<file path="src/rtl/multicycle_control_unit.sv">
// Multi-cycle sequencer for the 8-bit processor: walks each instruction through
// FETCH/DECODE/EXEC/MEM/WB, issues datapath strobes and guards memory waits with a timeout.
module multicycle_control_unit #(
  parameter int OP_W    = 3,
  parameter int TIMEOUT = 15,
  parameter int CNT_W   = 16
) (
  input  logic             clk,
  input  logic             reset_n,
  input  logic             run,
  input  logic [OP_W-1:0]  opcode,
  input  logic             mem_ready,
  input  logic             eq,
  output logic             mem_req,
  output logic             ir_we,
  output logic             pc_inc,
  output logic             pc_load,
  output logic             J,
  output logic             JC,
  output logic             INA,
  output logic             RM,
  output logic             WM,
  output logic             SIN,
  output logic             SOUT,
  output logic             WR,
  output logic             NEQ,
  output logic             illegal,
  output logic             bus_err,
  output logic [CNT_W-1:0] instr_count,
  output logic             busy
);

  typedef enum logic [2:0] {S_IDLE, S_FETCH, S_DECODE, S_EXEC, S_MEM, S_WB} state_t;

  localparam int WC_W = (TIMEOUT < 1) ? 1 : $clog2(TIMEOUT + 1);

  state_t          state, state_nxt;
  logic [OP_W-1:0] op_q;
  logic [2:0]      op3;
  logic [WC_W-1:0] wait_cnt;
  logic            waiting, expired, legal, retire;

  assign op3 = 3'(op_q);

  generate
    if (OP_W > 3) begin : g_wide
      assign legal = (op_q[OP_W-1:3] == '0);
    end else begin : g_narrow
      assign legal = 1'b1;
    end
  endgenerate

  // A ready arriving on the limit cycle completes normally instead of expiring.
  assign waiting = (state == S_FETCH) || (state == S_MEM);
  assign expired = waiting && !mem_ready && (TIMEOUT != 0) && (wait_cnt == WC_W'(TIMEOUT));
  assign busy    = (state != S_IDLE);

  always_ff @(posedge clk or negedge reset_n) begin
    if (!reset_n) begin
      state       <= S_IDLE;
      op_q        <= '0;
      wait_cnt    <= '0;
      instr_count <= '0;
    end else begin
      state <= state_nxt;
      if (state == S_DECODE) op_q <= opcode;
      if (waiting && !mem_ready && !expired && (TIMEOUT != 0)) wait_cnt <= wait_cnt + 1'b1;
      else                                                     wait_cnt <= '0;
      if (retire) instr_count <= instr_count + 1'b1;
    end
  end

  always_comb begin
    state_nxt = state;
    retire    = 1'b0;
    mem_req   = 1'b0;
    ir_we     = 1'b0;
    pc_inc    = 1'b0;
    pc_load   = 1'b0;
    J         = 1'b0;
    JC        = 1'b0;
    INA       = 1'b0;
    RM        = 1'b0;
    WM        = 1'b0;
    SIN       = 1'b0;
    SOUT      = 1'b0;
    WR        = 1'b0;
    NEQ       = 1'b0;
    illegal   = 1'b0;
    bus_err   = 1'b0;
    case (state)
      S_IDLE: if (run) state_nxt = S_FETCH;
      S_FETCH: begin
        if (expired) begin
          bus_err = 1'b1;
        end else begin
          mem_req = 1'b1;
          RM      = 1'b1;
          if (mem_ready) begin
            ir_we     = 1'b1;
            pc_inc    = 1'b1;
            state_nxt = S_DECODE;
          end
        end
      end
      S_DECODE: state_nxt = run ? S_EXEC : S_IDLE;
      S_EXEC: begin
        state_nxt = S_FETCH;
        if (!legal) begin
          illegal = 1'b1;
        end else begin
          retire = 1'b1;
          case (op3)
            3'b000: SOUT = 1'b1;
            3'b001: begin INA = 1'b1; SIN = 1'b1; end
            3'b010, 3'b011: begin retire = 1'b0; state_nxt = S_MEM; end
            3'b100: begin J = 1'b1; pc_load = 1'b1; end
            3'b101: begin JC = 1'b1; pc_load = eq; end
            3'b110: WR = 1'b1;
            default: begin JC = 1'b1; NEQ = 1'b1; pc_load = !eq; end
          endcase
        end
      end
      S_MEM: begin
        if (expired) begin
          bus_err   = 1'b1;
          state_nxt = S_FETCH;
        end else begin
          mem_req = 1'b1;
          if (op3 == 3'b010) WM = 1'b1;
          else               RM = 1'b1;
          if (mem_ready) begin
            retire    = (op3 == 3'b010);
            state_nxt = (op3 == 3'b010) ? S_FETCH : S_WB;
          end
        end
      end
      S_WB: begin
        WR        = 1'b1;
        RM        = 1'b1;
        retire    = 1'b1;
        state_nxt = S_FETCH;
      end
      default: state_nxt = S_IDLE;
    endcase
  end

endmodule
</file>
<file path="config.mk">
export PLATFORM = sky130hd
export DESIGN_NAME = multicycle_control_unit
export DESIGN_NICKNAME = d
export VERILOG_FILES = /design/src/rtl/multicycle_control_unit.sv
export SDC_FILE = /design/constraint.sdc
export NUM_CORES = 1
export LEC_CHECK = 0
export ABC_AREA = 1
export BUFFER_PORTS_ARGS = -buffer_cell sky130_fd_sc_hd__clkbuf_2
export CAP_MARGIN = 20
export CORE_MARGIN = 2
export CORE_UTILIZATION = 50
export DETAILED_ROUTE_END_ITERATION = 8
export GPL_TIMING_DRIVEN = 0
export PLACE_DENSITY = 0.75
export SLEW_MARGIN = 20
export SYNTH_ARGS = -nofsm -noshare
export SYNTH_HDL_FRONTEND = slang
export SYNTH_SLANG_ARGS = --single-unit
</file>
<file path="constraint.sdc">
create_clock -name clk -period 2.8 [get_ports clk]
set_input_delay 0.42 -clock clk [delete_from_list [all_inputs] [get_ports clk]]
set_output_delay 0.42 -clock clk [all_outputs]
set_load 0.03 [all_outputs]
</file>
; ---- Yosys cells after proc, flatten, opt, wreduce, memory -nomap -nowiden
; Index checks and enable logic that the tools add are counted.
[word_totals]
elab_cells = 79
register_bits = 26
in_bits = 8
[op_classes]
add_sub_neg = 2
n_mux = 41
reduce_logical = 16
eq_ne = 16
[ops]
columns = op, count
row1 = two-way mux 1 bit, 27
row2 = two-way mux 3 bit, 7
row3 = case mux 3 bit (6 select lines), 1
row4 = "adder 16 x 1 -> 16 bit, second input constant", 1
row5 = "equality test 3 bit, second input constant", 5
row6 = "equality test 3 x 2 -> 1 bit, second input constant", 4
row7 = case mux 1 bit (3 select lines), 3
row8 = OR reduction 7 bit, 1
row9 = "equality test 3 x 1 -> 1 bit, second input constant", 2
row10 = logical NOT 3 bit, 2
row11 = "inequality test 2 bit, second input constant", 3
row12 = OR reduction 6 bit, 1
row13 = OR reduction 5 bit, 1
row14 = "adder 4 x 1 -> 4 bit, second input constant", 1
row15 = "equality test 4 bit, second input constant", 1
row16 = two-way mux 4 bit, 1
row17 = AND reduction 4 bit, 1
row18 = OR reduction 2 bit, 2
row19 = logical AND 1 bit, 3
row20 = logical NOT 1 bit, 3
row21 = "inequality test 3 bit, second input constant", 1
row22 = nonzero test 3 bit, 1
row23 = two-way mux 2 bit, 1
row24 = case mux 1 bit (2 select lines), 1
row25 = logical OR 1 bit, 1

; ---- Longest topological paths before layout
[logic_depth]
word_depth = 7
mapped_depth = 9
ltp_nobuf = 9

; ---- Worst setup path before layout
; OpenSTA, ideal clock, no wires.
[synth_timing]
path_kind = reg2out
startpoint = reg state[0]
endpoint = out SIN
n_path_buf = 1
required_time_ns = 2.380
slack_ns = 0.341
t_arrival_ns = 2.039
stages_incl_launch_ff = 6
cell_sequence = dfrtp_1 > inv_2 > nor3_4 > inv_1 > nor4_1 > buf_4
[synth_between]
elab_chain_cells = 2
[synth_lines]
columns = element, line
row1 = from (decl), 37  ; state_t state, state_nxt;
row2 = from (signal assigned), 65  ; state <= state_nxt;
row3 = equality test 3 x 2 -> 1 bit, n/a
row4 = two-way mux 1 bit, n/a
row5 = to (decl), 23  ; output logic SIN,
; Every way passes these cells.

; ---- Worst setup path after layout
[layout_timing]
startpoint = reg state[0]
endpoint = out SIN
[layout_between]
elab_chain_cells = 2
[layout_lines]
columns = element, line
row1 = equality test 3 x 2 -> 1 bit, 91  ; case (state)
row2 = two-way mux 1 bit, 91
; Every way passes these cells.

==> metrics.txt <==
Post-Synth Adder-Cell Area 0.0151; drt pass-1 iters 4; WHS 0.0708 ns; insertion delay to the later sink of the worst-skew pair between 0.3 and 0.4 ns; WS Path Type flip-flop to primary output; maximum fanout along the worst path 6; clock buffer depth 2; wire length per cell about 11 um; Setup Buffers After CTS 0; setup violators final 0; Antenna Violating Nets Remaining 0; MaxCap Viol Count 0; Distinct cells, synth 33; crit end category primary output; largest family of logic cells by synthesized area simple AND/OR/NAND/NOR gates; Leak ~0.98 nW; Hold WC Path Type primary input to asynchronous set/reset pin; buffers plus inverters on the worst setup path 4; vias 1471; final instance area around 2000 sq um; synth top area cells dfrtp_1, nand2_1, nand3_1; RSZ-0062 raised after global routing false; starting density of the core 0.533; outcome finished clean; Slew headroom 0.579; Placed Cells roughly 300; fill count just over 300; Non-Filler Instances 300; post-synth top area share 0.394; # port buffers 38; vias in the first global route 1227; highest-delay cell along the critical path dfrtp_1; Final nets between 200 and 300; critical path required time 2.38 ns; peak per-stage delay on the critical path about 0.48 ns; Sink Count 26; first-pass GRT wire length about 5400 um; CP cell instances inv_2 > nor3_4 > inv_1 > nor4_1 > buf_4 > clkbuf_2; clock root buffer clkbuf_4; largest net degree at the start of global routing 27; final worst-path cycle share 0.835; # diodes 0; area occupied by multi-input gates about 840 sq um; Post-Synth Simple-Gate Area 0.367; IO Count 40; EDFF count, synth 0; die area approximately 3800 sq um; CTS tree yes; Finished Core Util 0.629; FF+latch area 651 sq um; dpl cell area 1900 sq um; largest area contributor in the netlist dfrtp_1; most common flop cell mapped by yosys dfrtp_1; Synth Area in Compound Gates 0.0568; dpl ws 0.905 ns; post-synthesis xor/xnor area fraction 0.0575; drt via density a little under 5; initial antenna violation count 0; Seq/Total Area, Yosys 0.394; mux cell area share after synthesis 0.00681; Final Hold Viols 0; clk_skew 0.00883 ns; Mapped Nets 224; Final GP Congestion between 0.8 and 0.9; CP Launch Type flip-flop; area grow syn2layout 18.0%; yosys warns 0; most frequent cells in the layout nand2_1, clkbuf_2, dfrtp_1, inv_1, nor2_1; Core Rows 20; Async SR Flop Fraction 1.00; Final Max Tran Viols 0; final WL around 3300 um; overall power 1.66 mW; CTS buffer count 3; DRC viols 0; Worst-Margin Slew around 0.63 ns; most common cell after layout, fill and taps aside nand2_1; Die Span Y between 60 and 70 um; Max Fclk around 430 MHz; Gate Count Post-Synth 214; setup TNS 0 ns; H-tree levels 1; Die W 61.5 um; PostCTS Resize Cnt 0; layout cells sized above 1 0.262; PD cells roughly 850 nW/um^2; Top Family by Delay on Critical Path simple AND/OR/NAND/NOR gates; post-DP HPWL about 2600 um; Clock transition at path regs 0.15 ns; Mapped Avg Cell Area roughly 7.7 sq um; Tot GR Track Use 0.188; core area 3100 sq um; arrival time worst endpoint between 1.5 and 2 ns; mapped cell area 1650 sq um; hold bufs inserted after CTS 0; GRT Residual Overflow 0; Final Critical Period about 2.3 ns; Yosys reg bits 26; worst setup margin about 0.46 ns; Iter 0 DRT Violations 44; IR drop worst, VDD 0.506 mV
-- cell type report --
| cell class | count | area share |
|---|---|---|
| plain buffers | 5 | 0.0295 |
| clock buffers | 3 | 0.0115 |
| clock inverters | 1 | 0.0154 |
| inverters | 29 | 0.0558 |
| multi-input cells | 154 | 0.428 |
| flip-flops and latches | 26 | 0.334 |
| well taps | 44 | 0.0282 |
| repair buffers | 38 | 0.0975 |
-- final timing paths --
path	startpoint	end	slack, ns	cells after the start
max	state[0]	SIN	0.46	6
max in group asynchronous	reset_n	instr_count[15]	2.31	1
min reg2reg	wait_cnt[0]	wait_cnt[0]	0.47	1
max reg2reg	instr_count[0]	instr_count[14]	1.19	7
min in group clk	mem_ready	state[0]	0.29	2
min	reset_n	wait_cnt[2]	0.07	1
-- power by group --
part,internal [mW],switching (mW),total (mW),leakage [nW]
clock,0.145,0.117,0.262,0.0279
sequential,0.455,0.109,0.564,0.345
combinational,0.271,0.558,0.829,0.612
-- sequential cells by signal, indices dropped and copies added, names as in the netlist --
name and flops:
instr_count 16, op3 3, state 3, wait_cnt 4
-- metal layers --
| layer | global-route usage | share of wire | routed length, um |
|---|---|---|---|
| met4 | 0.0578 | 0.0098 | 32 |
| met5 | 0 | 0 | 0 |
| met3 | 0.0294 | 0.032 | 105 |
| met1 | 0.275 | 0.51 | 1650 |
| met2 | 0.286 | 0.45 | 1470 |
-- worst reg2reg max path: cells and delay by family, from the launching register on --
kind | cells | cell delay [ns]
fa+ha+maj | 1 | 0.27
xor+xnor | 1 | 0.16
flops | 1 | 0.49
simple gates | 5 | 0.61
-- cells by family (layout without fill, tap and decap cells) --
| kind of cell | count (synthesis) | count (layout) |
|---|---|---|
| compound gates | 15 | 15 |
| xor+xnor | 10 | 10 |
| fa+ha+maj | 2 | 2 |
| buf+inv | 34 | 76 |
| flops | 26 | 26 |
| mux | 1 | 1 |
| other cells | 1 | 1 |
| simple gates | 125 | 125 |
-- cells in the mapped netlist (2+ instances only) --
cell,count
inv_2,4
nor2_1,23
ha_1,2
a21oi_1,5
nor4_1,2
o21ai_1,2
nand2_1,56
nand4_1,3
buf_4,3
nor3_4,2
nor3_2,2
nand3_1,20
dfrtp_1,26
xnor2_1,2
inv_1,25
nand3_2,2
o21ai_0,2
xor2_1,7
o21ai_2,4
nor3_1,9
(Power assumes the default switching activity.)
